### src/rtl/opcode_sequencer_if.sv
// Handshake and status bundle between an instruction source and opcode_sequencer.
// The master drives opcodes and control requests; the slave returns decode, timing and status.
interface opcode_sequencer_if #(
  parameter int OPCODE_WIDTH = 3,
  parameter int NUM_STEPS    = 8,
  parameter int SC_WIDTH     = 3
);
  logic [OPCODE_WIDTH-1:0]      opcode;
  logic                         opcode_valid;
  logic                         opcode_ready;
  logic                         sc_clr;
  logic                         halt;
  logic [(1<<OPCODE_WIDTH)-1:0] decoded_signal;
  logic [NUM_STEPS-1:0]         timing_signal;
  logic [SC_WIDTH-1:0]          sc_count;
  logic                         busy;
  logic                         instr_done;
  logic                         halted;

  modport master (
    output opcode, opcode_valid, sc_clr, halt,
    input  opcode_ready, decoded_signal, timing_signal, sc_count, busy, instr_done, halted
  );

  modport slave (
    input  opcode, opcode_valid, sc_clr, halt,
    output opcode_ready, decoded_signal, timing_signal, sc_count, busy, instr_done, halted
  );
endinterface

### src/rtl/opcode_sequencer.sv
// Instruction sequencer: latches a one-hot opcode decode and steps a one-hot timing
// signal T0..T(NUM_STEPS-1) until early clear, terminal count, or a sticky halt.
//
// state     | meaning
// S_IDLE    | waiting for an opcode, ready while halt is low
// S_EXEC    | instruction running, timing steps advancing
// S_HALTED  | stopped; only reset leaves this state
module opcode_sequencer #(
  parameter int OPCODE_WIDTH = 3,
  parameter int NUM_STEPS    = 8,
  parameter int SC_WIDTH     = 3
) (
  input logic             i_clk,
  input logic             i_rst_n,
  opcode_sequencer_if.slave bus
);
  localparam int DEC_W = 1 << OPCODE_WIDTH;

  typedef enum logic [1:0] {
    S_IDLE   = 2'd0,
    S_EXEC   = 2'd1,
    S_HALTED = 2'd2
  } state_t;

  state_t                r_state;
  logic [DEC_W-1:0]      r_decoded;
  logic [NUM_STEPS-1:0]  r_timing;
  logic [SC_WIDTH-1:0]   r_sc;
  logic                  r_done;

  wire w_ready = (r_state == S_IDLE) && !bus.halt;
  wire w_term  = (r_sc == SC_WIDTH'(NUM_STEPS - 1));

  always_ff @(posedge i_clk or negedge i_rst_n) begin
    if (!i_rst_n) begin
      r_state   <= S_IDLE;
      r_decoded <= '0;
      r_timing  <= '0;
      r_sc      <= '0;
      r_done    <= 1'b0;
    end else begin
      r_done <= 1'b0;
      case (r_state)
        S_IDLE: begin
          if (bus.halt) begin
            r_state   <= S_HALTED;
            r_decoded <= '0;
            r_timing  <= '0;
            r_sc      <= '0;
          end else if (bus.opcode_valid) begin
            r_state   <= S_EXEC;
            r_decoded <= DEC_W'(1) << bus.opcode;
            r_timing  <= NUM_STEPS'(1);
            r_sc      <= '0;
          end
        end
        S_EXEC: begin
          if (bus.halt) begin
            r_state   <= S_HALTED;
            r_decoded <= '0;
            r_timing  <= '0;
            r_sc      <= '0;
          end else if (bus.sc_clr || w_term) begin
            r_state   <= S_IDLE;
            r_decoded <= '0;
            r_timing  <= '0;
            r_sc      <= '0;
            r_done    <= 1'b1;
          end else begin
            // timing stays one-hot of r_sc by shifting in lockstep with the increment
            r_sc     <= r_sc + SC_WIDTH'(1);
            r_timing <= {r_timing[NUM_STEPS-2:0], 1'b0};
          end
        end
        S_HALTED: begin
          r_state <= S_HALTED;
        end
        default: begin
          r_state   <= S_IDLE;
          r_decoded <= '0;
          r_timing  <= '0;
          r_sc      <= '0;
        end
      endcase
    end
  end

  assign bus.opcode_ready   = w_ready;
  assign bus.decoded_signal = r_decoded;
  assign bus.timing_signal  = r_timing;
  assign bus.sc_count       = r_sc;
  assign bus.busy           = (r_state == S_EXEC);
  assign bus.instr_done     = r_done;
  assign bus.halted         = (r_state == S_HALTED);
endmodule
### src/flat_wrapper.sv
// flat-port wrapper written by rule: the top's interface ports become plain ports
module opcode_sequencer_flat 
#(
  parameter int OPCODE_WIDTH = 3,
  parameter int NUM_STEPS    = 8,
  parameter int SC_WIDTH     = 3
)
  (i_clk, i_rst_n, bus_opcode, bus_opcode_valid, bus_sc_clr, bus_halt, bus_opcode_ready, bus_decoded_signal, bus_timing_signal, bus_sc_count, bus_busy, bus_instr_done, bus_halted);
  opcode_sequencer_if #(.OPCODE_WIDTH(OPCODE_WIDTH), .NUM_STEPS(NUM_STEPS), .SC_WIDTH(SC_WIDTH)) bus_i ();
  input logic i_clk;
  input logic i_rst_n;
  input wire logic [$bits(bus_i.opcode)-1:0] bus_opcode;
  input wire logic [$bits(bus_i.opcode_valid)-1:0] bus_opcode_valid;
  input wire logic [$bits(bus_i.sc_clr)-1:0] bus_sc_clr;
  input wire logic [$bits(bus_i.halt)-1:0] bus_halt;
  output wire logic [$bits(bus_i.opcode_ready)-1:0] bus_opcode_ready;
  output wire logic [$bits(bus_i.decoded_signal)-1:0] bus_decoded_signal;
  output wire logic [$bits(bus_i.timing_signal)-1:0] bus_timing_signal;
  output wire logic [$bits(bus_i.sc_count)-1:0] bus_sc_count;
  output wire logic [$bits(bus_i.busy)-1:0] bus_busy;
  output wire logic [$bits(bus_i.instr_done)-1:0] bus_instr_done;
  output wire logic [$bits(bus_i.halted)-1:0] bus_halted;
  assign bus_i.opcode = bus_opcode;
  assign bus_i.opcode_valid = bus_opcode_valid;
  assign bus_i.sc_clr = bus_sc_clr;
  assign bus_i.halt = bus_halt;
  assign bus_opcode_ready = bus_i.opcode_ready;
  assign bus_decoded_signal = bus_i.decoded_signal;
  assign bus_timing_signal = bus_i.timing_signal;
  assign bus_sc_count = bus_i.sc_count;
  assign bus_busy = bus_i.busy;
  assign bus_instr_done = bus_i.instr_done;
  assign bus_halted = bus_i.halted;
  opcode_sequencer #(.OPCODE_WIDTH(OPCODE_WIDTH), .NUM_STEPS(NUM_STEPS), .SC_WIDTH(SC_WIDTH)) u_core (.i_clk(i_clk), .i_rst_n(i_rst_n), .bus(bus_i));
endmodule
### config.mk
export PLATFORM = sky130hd
export DESIGN_NAME = opcode_sequencer_flat
export DESIGN_NICKNAME = d
export VERILOG_FILES = /design/src/rtl/opcode_sequencer_if.sv /design/src/rtl/opcode_sequencer.sv /design/src/flat_wrapper.sv
export SDC_FILE = /design/constraint.sdc
export NUM_CORES = 1
export LEC_CHECK = 0
export CORE_MARGIN = 3
export CORE_UTILIZATION = 39
export CTS_CLUSTER_SIZE = 14
export DETAILED_ROUTE_END_ITERATION = 8
export GPL_ROUTABILITY_DRIVEN = 0
export PLACE_DENSITY = 0.7
export SLEW_MARGIN = 10
export SYNTH_ARGS = -nofsm -noshare
export SYNTH_HDL_FRONTEND = slang
export SYNTH_SLANG_ARGS = --single-unit
### constraint.sdc
create_clock -name i_clk -period 1.85 [get_ports i_clk]
set_input_delay 0.185 -clock i_clk [delete_from_list [all_inputs] [get_ports i_clk]]
set_output_delay 0.185 -clock i_clk [all_outputs]
set_load 0.02 [all_outputs]
-- After elaboration in Yosys (flattened, before gate mapping)
Index checks and enable logic that the tools add are counted.
- bits in writable memories: 0
- bits in latches: 0
- memories kept: 0
- ROM bits: 0
- bits in registers: 22
- input bits: 8
- equality and inequality tests: 5
- shift operators: 1
- reduce and logical (&&, ||, !) cells: 7
- multiply operators: 0
- muxes and demuxes: 23
- bitwise gates (word level): 1
- add/sub/neg operators: 1
- divide/modulo/power cells: 0
- order comparisons: 0
- operator list (cell ; number):
    two-way mux 8 bit ; 8
    case mux 8 bit (3 select lines) ; 2
    two-way mux 3 bit ; 4
    case mux 3 bit (3 select lines) ; 1
    two-way mux 2 bit ; 4
    << shifter 1 x 3 -> 8 bit (first input constant) ; 1
    case mux 2 bit (3 select lines) ; 1
    AND reduction 2 bit ; 2
    adder 3 x 1 -> 3 bit (second input constant) ; 1
    equality test 3 bit (second input constant) ; 1
    two-way mux 1 bit ; 3
    != test 3 x 2 -> 1 bit (second input constant) ; 1
    != test 3 bit (second input constant) ; 1
    AND reduction 3 bit ; 1
    equality test 2 x 1 -> 1 bit (second input constant) ; 1
    equality test 2 bit (second input constant) ; 1
    logical NOT 2 bit ; 1
    logical AND 1 bit ; 1
    logical NOT 1 bit ; 1
    logical OR 1 bit ; 1
    inverter 1 bit ; 1

-- Longest topological paths before layout
Gate-level depths: netlist of the first run.
- depth after elaboration: 5
- depth in mapped cells: 7
- gate-level depth less buffers: 6

-- Worst setup path before layout of the first run
Ideal clock, no wire load.
- path kind: register to register
- from: reg u_core.r_sc[0], in the netlist u_core.bus.sc_count[0]
- to: reg u_core.r_sc[1], in the netlist u_core.bus.sc_count[1]
- arrival: 1.790 ns
- stages on the path, launching flop included: 8
- slack: -0.006 ns
- period minus slack after synthesis: 1.856 ns
- required time: 1.784 ns
- path through: dfrtp_1 -> ha_1 -> ha_1 -> nor2_1 -> and3_1 -> clkbuf_1 -> clkbuf_1 -> a22o_1
- longest elaborated chain between the ends: 5
- elaborated cells between the ends (all ways): 6
- classes of those cells: 1 x add/sub; 1 x eq/ne; 3 x mux; 1 x reduce/logical
- ends and longest elaborated chain (element ; RTL line ; source):
    start, declared ; opcode_sequencer.sv:28 ; logic [SC_WIDTH-1:0] r_sc;
    start signal, assigned ; opcode_sequencer.sv:71 ; r_sc <= r_sc + SC_WIDTH'(1);
    parallel branches: the longest is 2 deep, another holds adder 3 x 1 -> 3 bit ; - ;
    two-way mux 3 bit * ; opcode_sequencer.sv:63 ; end else if (bus.sc_clr || w_term) begin
    two-way mux 3 bit * ; opcode_sequencer.sv:58 ; if (bus.halt) begin
    case mux 3 bit (3 select lines) * ; opcode_sequencer.sv:43 ; case (r_state)
Mark *: on every way between the ends.
A chain may end at the register's enable or synchronous reset.

-- Worst setup path in the final report of the first run
- from: reg u_core.r_sc[0], in the netlist u_core.bus.sc_count[0]
- to: reg u_core.r_decoded[0], in the netlist u_core.bus.decoded_signal[0]
- longest elaborated chain between the ends: 4
- ends and longest elaborated chain (element ; RTL line ; source):
    equality test 3 bit ; opcode_sequencer.sv:32 ; wire w_term = (r_sc == SC_WIDTH'(NUM_STEPS - 1));
    logical OR 1 bit ; opcode_sequencer.sv:63 ;
    != test 3 x 2 -> 1 bit (no source line) ; - ;
    AND reduction 3 bit (no source line) ; - ;
    end signal, assigned ; opcode_sequencer.sv:52 ; r_decoded <= DEC_W'(1) << bus.opcode;
    end, declared ; opcode_sequencer.sv:26 ; logic [DEC_W-1:0] r_decoded;
Every way passes these cells.

==> results of run 1 <==
cell families (layout without fill, tap and decap cells):
group | count (synthesis) | count (layout) | share of synthesized area
muxes | 1 | 1 | 0.01238
DFF | 22 | 22 | 0.6052
buffers and inverters | 5 | 38 | 0.03714
AOI/OAI and AO/OA | 28 | 28 | 0.2187
and+or+nand+nor | 17 | 17 | 0.09904
adders and majority gates | 2 | 2 | 0.02751
placed cells by master (no fill, tap or decap), drive strengths merged:
| cell type | instances |
|---|---|
| a21o | 1 |
| nor3b | 1 |
| mux2 | 1 |
| o41ai | 2 |
| o31ai | 6 |
| nor3 | 2 |
| or2 | 2 |
| a22o | 9 |
| and3 | 1 |
| a21oi | 1 |
| nand2b | 3 |
| clkdlybuf4s50 | 27 |
| dfrtp | 22 |
| buf | 4 |
| nor2b | 2 |
| clkbuf | 3 |
| nor2 | 2 |
| dlymetal6s2s | 3 |
| o21ai | 9 |
| ha | 2 |
| nand2 | 4 |
| bufinv | 1 |
state kept, by name, summed over array words and instances, names as in the netlist:
| signal | flops |
|---|---|
| u_core.bus.decoded_signal | 8 |
| u_core.bus.timing_signal | 8 |
| u_core.bus.sc_count | 3 |
| u_core.r_state | 2 |
| u_core.bus.instr_done | 1 |
synthesized netlist by cell type:
cell type | instances | share of area
nor3_1 | 2 | 0.011
nand2_1 | 4 | 0.017
and3_1 | 1 | 0.0069
nor2_1 | 2 | 0.0083
a21o_1 | 1 | 0.0083
dfrtp_1 | 22 | 0.61
mux2_2 | 1 | 0.012
o21ai_0 | 9 | 0.050
o41ai_1 | 2 | 0.019
nand2b_1 | 3 | 0.021
buf_6 | 2 | 0.025
nor2b_1 | 2 | 0.014
clkbuf_1 | 3 | 0.012
nor3b_1 | 1 | 0.0083
ha_1 | 2 | 0.028
a21oi_1 | 1 | 0.0055
or2_1 | 2 | 0.014
a22o_1 | 9 | 0.087
o31ai_1 | 6 | 0.050
layer usage:
| layer | GRT usage | vias up | part of all wire |
|---|---|---|---|
| met5 | 0 | - | 0 |
| met4 | 0.03734 | 0 | 0.0066 |
| li1 | - | 344 | - |
| met1 | 0.2080 | 356 | 0.46 |
| met3 | 0.04632 | 2 | 0.050 |
| met2 | 0.2211 | 15 | 0.48 |
worst register-to-register path: cells and delay by family (launching register included):
kind | cells | cell delay, ps
buffers and inverters | 1 | 220
adders and majority gates | 2 | 400
and+or+nand+nor | 2 | 340
AOI/OAI and AO/OA | 2 | 200
DFF | 1 | 430
worst max path at each step:
stage,start,cells after the start,slack [ps],end
floorplan,u_core.bus.sc_count[0],7,90,u_core.bus.sc_count[2]
global placement,bus_halt,5,120,u_core.bus.decoded_signal[4]
detailed placement,bus_halt,5,40,u_core.bus.decoded_signal[0]
CTS,u_core.r_state[0],2,20,bus_opcode_ready
global route,u_core.bus.sc_count[0],7,20,u_core.bus.decoded_signal[0]
finish,u_core.bus.sc_count[0],7,170,u_core.bus.decoded_signal[0]
final cells by class:
class | count | area, sq um | share of cell area
Clock buffer | 3 | 22.52 | 0.01719
Clock inverter | 1 | 30.03 | 0.02292
Tap cell | 27 | 33.78 | 0.02579
Timing Repair Buffer | 34 | 337.8 | 0.2579
Sequential cell | 22 | 550.5 | 0.4202
Multi-Input combinational cell | 48 | 335.3 | 0.2560
power by group:
group	switching [mW]	total (mW)	internal [mW]
Clock	0.143	0.362	0.219
Sequential	0.00745	0.500	0.492
Combinational	0.0433	0.0856	0.0423
==> impl_results.md, run 1 <==
- Run status: completed
- Hold buffers post-CTS: 0
- Relative slew margins: 0.8129
- DPL Wire Length: 1421 microns
- Die width: 54.30 microns
- Non-Filler Instances: 135
- Setup violators final: 0
- Reg-to-reg slack, setup: 170 ps
- Crit Path Max Fanout: 19
- Crit. End Element: flip-flop
- Design Area, Final: 0.001310 sq mm
- Critical path startpoint category: flip-flop
- Dpl cell area: 0.001240 sq mm
- Worst Reg-to-Reg Cells: 7
- Max-Cap Viols: 0
- Buf/Inv on CP: 1
- Detail Route Antenna Nets: 0
- Layout Skew: 2.618 ps
- Worst Hold Slack: 210.2 ps
- Mean routed wirelength per cell: 14.63 microns
- Fin crit period: 1684 ps
- CP max stage cell: dfrtp_1
- Worst EP required: 2060 ps
- Synth Register Bits: 22
- Actual slew at the worst max-slew pin: 277.0 ps
- Pin count of the biggest net entering global routing: 23
- Crit path max-delay family: flip-flops
- Leak: 0.6211 nW
- Fraction of layout cells with a size suffix above 1: 0.1019
- DRC Markers: 0
- Cells after DPL: 131
- Routed via count: 717
- R2R Path Start: u_core.bus.sc_count[0]
- PortBufs: 30
- Hold Crit Class: input port to asynchronous set/reset pin
- Critical Path AT: 1890 ps
- Core ar.: 0.002082 sq mm
- Setup bufs post-CTS: 0
- Die Y: 54.30 microns
- Resized cells post-CTS: 0
- Pre-CTS WS: 38.75 ps
- Final Cycle Share: 0.9102
- Initial antenna violation count: 0
- Sink Count: 22
- Tot Pwr: 0.9474 mW
- CP max stage delay: 430 ps
- Vias per inst: 5.311
- # diodes: 0
- I/O pins: 31
- H-tree depth: 1
- Net Count, Synth: 85
- Warnings, synthesis: 0
- First-pass GRT wire length: 3098 microns
- Register area share after synthesis: 0.6052
- Fin. max-slew vios: 0
- Filler instances: 180
- Syn Area/Cell: 12.13 sq um
- CP most frequent cell: ha_1
- Starting Density: 0.4369
- Reg2reg end: u_core.bus.decoded_signal[0]
- RSZ-0062 raised after global routing: false
- CTS tree: done
- Row cnt: 16
- Power Density: 723.2 mW/mm^2
- TritonCTS Buffers: 3
- Total die area: 0.002948 sq mm
- Total gr overflow: 0
- Max Freq: 593.8 MHz
- CTS root buffer: clkbuf_4
- Total wire length: 1975 microns
- GRT Total Usage: 0.1480
- Clock transition at path regs: 120 ps
- Clock latency at the later pin of the worst-skew pair: 300 ps
- P&R area growth vs syn: 44.02%
- Syn Inst Count: 75
- DRT iter0 DRCs: 18
- Number of global-route vias before repair: 644
- First drt pass iteration count: 4
- Crit Path Class: flip-flop to flip-flop
- Critical-path cell list: ha_1 -> ha_1 -> nor2_1 -> and3_1 -> buf_4 -> o21ai_0 -> o41ai_2
- Final core occ: 0.6292
- Worst VDD drop: 0.4423 mV
- Clock Tree Buf Depth: 2
- Mapped cell area: 909.6 sq um
- Setup_tns: 0 ps
- Final WS setup: 166.1 ps
- Hold Vio Cnt, Final: 0
- Synth cell types: 19
- Layout Nets: 119
(Power assumes the default switching activity.)
==> inputs of run 2 (changes only) <==
--- a/config.mk
+++ b/config.mk
@@ -5,12 +5,12 @@
 export SDC_FILE = /design/constraint.sdc
 export NUM_CORES = 1
 export LEC_CHECK = 0
-export CORE_MARGIN = 3
-export CORE_UTILIZATION = 39
+export CORE_MARGIN = 2
+export CORE_UTILIZATION = 40
 export CTS_CLUSTER_SIZE = 14
 export DETAILED_ROUTE_END_ITERATION = 8
 export GPL_ROUTABILITY_DRIVEN = 0
-export PLACE_DENSITY = 0.7
+export PLACE_DENSITY = 0.69
 export SLEW_MARGIN = 10
 export SYNTH_ARGS = -nofsm -noshare
 export SYNTH_HDL_FRONTEND = slang
==> constraint.sdc (replaced) <==
create_clock -name i_clk -period 1.7 [get_ports i_clk]
set_input_delay 0.17 -clock i_clk [delete_from_list [all_inputs] [get_ports i_clk]]
set_output_delay 0.17 -clock i_clk [all_outputs]
set_load 0.02 [all_outputs]
==> run 2 against run 1 <==
Compared with the run above:
- non-clock buffer count up 6
- utilization is 0.76 points higher
- clock skew is essentially flat
- register-to-register slack got worse by 110 ps
- sequential cell count is the same
- clock power rose by 12%
- clock-buffer cell count unchanged
==> impl_results.md, run 2 (synthesis results as in run 1) <==
- Run status: completed
- Clock latency at the later pin of the worst-skew pair: 310 ps
- Max-Cap Viols: 0
- Layout Skew: 2.760 ps
- Row cnt: 17
- CTS tree: done
- Critical Path Source: u_core.bus.sc_count[1]
- Power Density: 748.7 mW/mm^2
- DRT iter0 DRCs: 14
- GRT Total Usage: 0.1641
- Total wire length: 2023 microns
- Routed via count: 732
- Actual slew at the worst max-slew pin: 257.0 ps
- Commonest non-fill, non-tap cells in the layout: 27 x clkdlybuf4s50_1, 21 x dfrtp_1, 9 x a22o_1, 9 x o21ai_0, 7 x buf_4
- Pin count of the biggest net entering global routing: 23
- Hold Crit Class: input port to asynchronous set/reset pin
- Crit. End Element: flip-flop
- Setup violators final: 0
- TritonCTS Buffers: 3
- Starting Density: 0.4152
- Worst Hold Slack: 183.7 ps
- Critical path startpoint category: flip-flop
- DPL Wire Length: 1343 microns
- Number of global-route vias before repair: 718
- Detail Route Antenna Nets: 0
- Layout Nets: 125
- First-pass GRT wire length: 3263 microns
- DRC Markers: 0
- Fraction of layout cells with a size suffix above 1: 0.1842
- Fin. max-slew vios: 0
- Clock transition at path regs: 120 ps
- Max Freq: 608.1 MHz
- Sink Count: 22
- Total gr overflow: 0
- CTS root buffer: clkbuf_4
- R2R Path Start: u_core.bus.sc_count[1]
- Critical Path AT: 1860 ps
- Setup_tns: 0 ps
- Die width: 51.69 microns
- First drt pass iteration count: 4
- Dpl cell area: 0.001269 sq mm
- Hold buffers post-CTS: 0
- Design Area, Final: 0.001395 sq mm
- H-tree depth: 1
- Part of the power in registers: 0.520
- Relative slew margins: 0.8268
- Switching part of the total: 0.2120
- Hold Vio Cnt, Final: 0
- Leak: 0.6458 nW
- Filler instances: 182
- Logic pwr share: 0.093
- RSZ-0062 raised after global routing: true
- P&R area growth vs syn: 53.37%
- # diodes: 0
- Crit Path Class: flip-flop to flip-flop
- Crit Path Max Fanout: 8
- Internal: 0.8231 mW
- Clock share of power: 0.387
- Most common cell after layout, fill and taps aside: clkdlybuf4s50_1
- Fin crit period: 1645 ps
- Net switching power: 0.2214 mW
- Pre-CTS WS: -145.3 ps
- Mean routed wirelength per cell: 14.25 microns
- Vias per inst: 5.155
- Die Y: 51.69 microns
- Tot Pwr: 1.045 mW
- I/O pins: 31
- PortBufs: 30
- Final WS setup: 55.42 ps
- Worst VDD drop: 0.6293 mV
- Initial antenna violation count: 0
- Core ar.: 0.002191 sq mm
- Clock Tree Buf Depth: 2
- Final Cycle Share: 0.9674
- Worst EP required: 1920 ps
- Total die area: 0.002671 sq mm
[run 2: cell count changes in the layout (fill, tap and decap cells not counted), sizes merged]
cell / change
buf: +6
dlygate4sd2: +3
dlymetal6s2s: -3
[run 2: worst max-delay path, cell delays in order (launching register included)]
cell and delay, ps:
dfrtp_1 410, ha_1 160, ha_1 140, nor2_1 60
and3_1 190, or2_4 270, o41ai_2 300
[run 2: per-layer routing]
metal | share of wire | wire, microns | global-route usage
met5 | 0 | 0 | 0
met4 | 0.016 | 32 | 0.05263
met3 | 0.040 | 80 | 0.02586
met2 | 0.50 | 1004 | 0.2799
met1 | 0.45 | 905 | 0.2136
[run 2: power by group through the flow]
stage          sequential (mW)  clock (mW)  combinational [mW]
3_3_place_gp             0.554           0              0.0954
6_report                 0.544       0.404              0.0969
3_5_place_dp             0.554           0              0.0962
2_1_floorplan            0.570           0              0.0154
5_1_grt                  0.546       0.433               0.106
4_1_cts                  0.544       0.404              0.0977
[run 2: metrics by stage]
| step | std cells | utilization |
|---|---|---|
| global route | 142 | 0.6368 |
| CTS | 138 | 0.6065 |
| floorplan | 75 | - |
| finish | 142 | 0.6368 |
| global placement | 134 | 0.5791 |
| detailed placement | 134 | 0.5791 |
[run 2: path summary, 6_finish.rpt]
path | end | slack (ps) | cells after the start
min in group i_clk | u_core.bus.instr_done | 480 | 3
worst max-delay path | u_core.bus.decoded_signal[4] | 60 | 6
worst min register to register | u_core.bus.timing_signal[7] | 520 | 1
worst min-delay path | u_core.bus.decoded_signal[5] | 180 | 2
max in group asynchronous | u_core.r_state[0] | 1280 | 2
worst max register to register | u_core.bus.decoded_signal[4] | 60 | 6
[run 2: cell type report]
cell class | instances | area, sq um | share of cell area
Tap cell | 28 | 35.03 | 0.02511
Sequential cell | 22 | 551.8 | 0.3955
Multi-Input combinational cell | 48 | 355.3 | 0.2547
Clock buffer | 3 | 22.52 | 0.01614
Timing Repair Buffer | 40 | 400.4 | 0.2870
Clock inverter | 1 | 30.03 | 0.02152
[run 2: timing repair]
item,CTS,global route
buffers inserted,0,4
setup endpoints to repair,4,8
hold endpoints to repair,0,0
gates resized for setup,6,2
==> inputs of run 3 (changes only) <==
--- a/config.mk
+++ b/config.mk
@@ -5,12 +5,14 @@
 export SDC_FILE = /design/constraint.sdc
 export NUM_CORES = 1
 export LEC_CHECK = 0
+export CAP_MARGIN = 5
 export CORE_MARGIN = 2
 export CORE_UTILIZATION = 40
 export CTS_CLUSTER_SIZE = 14
 export DETAILED_ROUTE_END_ITERATION = 8
 export GPL_ROUTABILITY_DRIVEN = 0
 export PLACE_DENSITY = 0.69
+export REMOVE_ABC_BUFFERS = 1
 export SLEW_MARGIN = 10
 export SYNTH_ARGS = -nofsm -noshare
 export SYNTH_HDL_FRONTEND = slang
==> run 3 against run 2 <==
Compared with the run above:
- power fell by 0.37%
- critical path type unchanged
- clock-buffer cell count is the same
- setup slack got worse by 4.8 ps
- fmax fell by 0.29%
- utilization fell by 1.4 points
- cell count is 2.8% lower
- sequential share of layout area increased by 0.78 points
- design area is 2.2% lower
- global-route usage up 1.1 points
==> impl_results.md, run 3 (synthesis results as in run 1) <==
- Design Area, Final: 0.001365 sq mm
- Critical Path AT: 1860 ps
- DRT iter0 DRCs: 9
- Clock Tree Buf Depth: 2
- CTS root buffer: clkbuf_4
- I/O pins: 31
- Run status: completed
- Setup bufs post-CTS: 0
- Die Y: 51.69 microns
- Fin crit period: 1649 ps
- Starting Density: 0.4152
- Hold buffers post-CTS: 0
- Number of global-route vias before repair: 703
- Max-Cap Viols: 0
- Power Density: 762.3 mW/mm^2
- Die width: 51.69 microns
- Crit Path Class: flip-flop to flip-flop
- Leak: 0.6246 nW
- Critical path startpoint category: flip-flop
- PortBufs: 30
- Mean routed wirelength per cell: 15.28 microns
- Worst EP required: 1910 ps
- DRC Markers: 0
- CP max stage delay: 390 ps
- Row cnt: 17
- Worst VDD drop: 0.6563 mV
- Total die area: 0.002671 sq mm
- First-pass GRT wire length: 3339 microns
- CP max stage cell: dfrtp_1
- Hold Crit Class: input port to asynchronous set/reset pin
- P&R area growth vs syn: 50.07%
- Relative slew margins: 0.8121
- GRT Total Usage: 0.1749
- Buf/Inv on CP: 0
- TritonCTS Buffers: 3
- Crit Path Max Fanout: 8
- Vias per inst: 5.348
- Layout Nets: 121
- H-tree depth: 1
- Critical-path cell list: ha_2 -> ha_1 -> nor2_1 -> and3_4 -> or2_4 -> o31ai_1
- Sink Count: 22
- First drt pass iteration count: 4
- Setup violators final: 0
- Fin. max-slew vios: 0
- DPL Wire Length: 1449 microns
- Fraction of layout cells with a size suffix above 1: 0.1818
- Clock latency at the later pin of the worst-skew pair: 300 ps
- Final Cycle Share: 0.9702
- CTS tree: done
- Routed via count: 738
- Crit. End Element: flip-flop
- Worst Hold Slack: 194.1 ps
- Initial antenna violation count: 0
- Dpl cell area: 0.001249 sq mm
- Pin count of the biggest net entering global routing: 23
- RSZ-0062 raised after global routing: true
- Hold Vio Cnt, Final: 0
- Commonest non-fill, non-tap cells in the layout: 27 x clkdlybuf4s50_1, 22 x dfrtp_1, 9 x a22o_1
- Total wire length: 2108 microns
- Setup_tns: 0 ps
- Core ar.: 0.002191 sq mm
- Max Freq: 606.3 MHz
- Layout Skew: 3.681 ps
- Actual slew at the worst max-slew pin: 281.8 ps
- Clock transition at path regs: 120 ps
- Detail Route Antenna Nets: 0
- Most common cell after layout, fill and taps aside: clkdlybuf4s50_1
- # diodes: 0
- Total gr overflow: 0
- Crit path max-delay family: simple AND/OR/NAND/NOR gates
[run 3: cell types whose count changed in the layout (fill, tap and decap cells not counted), moves of 2 or more]
cell     change
buf_12       -2
o31ai_2      +4
o31ai_1      -4
buf_4        -3
[run 3: cell type report]
| type | count | area [sq um] |
|---|---|---|
| multi-input combinational | 48 | 381.6 |
| clock buffer | 3 | 22.52 |
| sequential | 22 | 550.5 |
| fill | 184 | 825.8 |
| clock inverter | 1 | 30.03 |
| timing repair buffer | 36 | 345.3 |
| tap | 28 | 35.03 |
[run 3: through the flow]
stage | worst slack (ps) | cells | power [mW] | utilization
after detailed placement | -151.2 | 133 | 0.6508 | 0.5700
after floorplan | -178.3 | 70 | 0.5850 | -
after CTS | 30.47 | 137 | 1.055 | 0.5985
after global routing | -31.33 | 138 | 1.096 | 0.6231
final | 50.66 | 138 | 1.041 | 0.6231
after global placement | -33.31 | 133 | 0.6485 | 0.5700
[run 3: layer usage]
| metal | part of all wire | vias to the layer above | GRT usage | routed length [microns] |
|---|---|---|---|---|
| met2 | 0.52 | 21 | 0.2799 | 1086 |
| met3 | 0.037 | 2 | 0.02586 | 77 |
| met4 | 0.013 | 0 | 0.1053 | 27 |
| met1 | 0.43 | 368 | 0.2237 | 916 |
| met5 | 0 | - | 0 | 0 |
| li1 | - | 347 | - | - |
[run 3: path summary, 6_finish.rpt]
check | end | from | cells past startpoint | slack, ps
setup / recovery | u_core.bus.decoded_signal[3] | u_core.bus.sc_count[0] | 6 | 50
min in group i_clk | u_core.bus.instr_done | bus_halt | 2 | 510
hold reg to reg | u_core.bus.timing_signal[7] | u_core.bus.timing_signal[7] | 1 | 520
max in group asynchronous | u_core.r_state[1] | i_rst_n | 2 | 1290
setup reg to reg | u_core.bus.decoded_signal[3] | u_core.bus.sc_count[0] | 6 | 50
hold / removal | u_core.bus.timing_signal[4] | i_rst_n | 2 | 190
[run 3: timing repair]
| action | CTS | global route |
|---|---|---|
| endpoints found under the hold margin | 0 | 0 |
| setup endpoints to repair | 5 | 8 |
| resized for setup | 6 | 11 |
| pin swaps | 0 | 2 |
| cloned | 0 | 1 |
[run 3: report_power, final]
group / switching, mW / internal, mW / total [mW] / leakage, nW
clock network: 0.158 / 0.238 / 0.396 / 0.0279
logic: 0.0508 / 0.0490 / 0.0998 / 0.296
registers: 0.00883 / 0.536 / 0.545 / 0.301
==> edit (settings of run 3) <==
Re-encode `state_t` (3 states) as one-hot, 3 bits wide.
--- a/src/rtl/opcode_sequencer.sv
+++ b/src/rtl/opcode_sequencer.sv
@@ -18,6 +18,6 @@
 
-  typedef enum logic [1:0] {
-    S_IDLE   = 2'd0,
-    S_EXEC   = 2'd1,
-    S_HALTED = 2'd2
+  typedef enum logic [2:0] {
+    S_IDLE   = 3'b001,
+    S_EXEC   = 3'b010,
+    S_HALTED = 3'b100
   } state_t;
Function: same outputs for any inputs over 10 cycles, from zero or initial values and one cycle with i_rst_n low; not proved beyond that.
==> edit against run 3 <==
- setup slack improved by 0.023 ns
- global-route usage rose by 1.2 points
- combinational power rose to 6.2 times the old value
- total power rose by 47%
- clock skew fell by 0.0024 ns
- non-clock buffer count rose by 11
- area after synthesis rose by 34%
- sequential cell count rose by 1
- wire length rose by 38%
- design area rose by 23%
==> edit: results (changes against run 3) <==
Status -> completed
Buffer levels on the longest clock path -> 2 (unchanged)
Synth area leaders -> dfrtp_1 45%, a22o_2 6.6%, nor2b_1 5.1%
CP Max Fanout -> 4 (-4)
Setup slack at placement -> -0.121 ns (+0.0307 ns)
Pleak -> 0.799 nW (+28%)
Drt total wl -> 2900 um (+38%)
Synth Area in Adders -> 0.0205 (-0.00704)
Share of synthesized area spent on multiplexers -> 0.00921 (-0.00317)
Synthesized area per cell -> 11.0 um^2 (-9.2%)
Netlist cell types -> 35 (+16)
Fin nets -> 166 (+37%)
Peak VDD IR -> 501 uV (-24%)
Drt first pass iters -> 4 (unchanged)
Via-to-Cell Ratio -> 5.53 (+3.4%)
Compound-Gate Fraction of Synth Area -> 0.191 (-0.0273)
DP Area -> 0.00165 mm^2 (+32%)
Worst min-delay path category -> input pin to asynchronous set/reset pin
Via count -> 1040 (+41%)
PostCTS Resize Cnt -> 9 (+3)
Synth top cells by count -> 22 x dfrtp_1, 10 x nor2b_1, 8 x a22o_2, 8 x nand2_1, 8 x o21ai_0
Fill cells -> 278 (+51%)
First-pass GRT wire length -> 5040 um (+51%)
Total track usage -> 0.187 (+0.0124)
Initial DRC count -> 17 (+8)
Relative slew slack -> 0.804 (-0.00842)
Crit path DAT -> 1.46 ns (-0.40 ns)
Skew final -> 0.00123 ns (-0.00245 ns)
Vias in the first global route -> 1098 (+56%)
Register area share after synthesis -> 0.472 (-0.133)
Share of cells above drive strength 1 -> 0.258 (+0.0762)
Largest net degree at the start of global routing -> 24 (+4.3%)
Hpwl dp -> 2060 um (+43%)
Post-Synth XOR/XNOR Area -> 0.00716 (+0.00716)
Dpl cells -> 184 (+38%)
-- edit: worst max-delay path: stages, from the launching register on --
cell             delay [ns]
dfrtp_1                0.44
buf_4                  0.18
nor3b_1                0.19
clkdlybuf4s15_1        0.33
-- edit: path summary, 6_finish.rpt --
kind	startpoint	to	slack, ns	cells after the start
setup reg to reg	u_core.r_state[0]	u_core.bus.sc_count[0]	0.23	4
max in group asynchronous	i_rst_n	u_core.r_state[0]	1.22	2
hold / removal	i_rst_n	u_core.bus.decoded_signal[7]	0.20	2
setup / recovery	u_core.r_state[2]	bus_busy	0.07	3
min in group i_clk	u_core.bus.timing_signal[7]	u_core.bus.timing_signal[7]	0.53	1
hold reg to reg	u_core.bus.timing_signal[7]	u_core.bus.timing_signal[7]	0.53	1
-- edit: area by class of cell --
class                   count  area [um^2]  share of cell area
multi-input cells          78          601               0.358
flip-flops and latches     23          577               0.344
repair buffers             47          418               0.249
well taps                  33         41.3              0.0246
clock buffers               3         22.5              0.0134
inverters                   3         11.3             0.00672
clock inverters             1         5.00             0.00299
-- edit: logic make-up (layout without fill, tap and decap cells) --
logic type	count (synthesis)	count (layout)
flip-flops	23	23
adder cells (fa/ha/maj)	2	2
AO/OA/AOI/OAI	31	31
AND/OR/NAND/NOR	43	43
multiplexers	1	1
buffers and inverters	10	54
XOR/XNOR	1	1
-- edit: routing by layer --
layer | up-vias | wire (um) | track usage
li1 | 501 | - | -
met2 | 35 | 1350 | 0.287
met4 | 0 | 31 | 0.0584
met3 | 4 | 165 | 0.0546
met1 | 500 | 1360 | 0.255
met5 | - | 0 | 0
-- edit: where the power goes --
group          internal [mW]  switching, mW
sequential             0.602         0.0463
combinational          0.292          0.323
clock                 0.0880          0.173
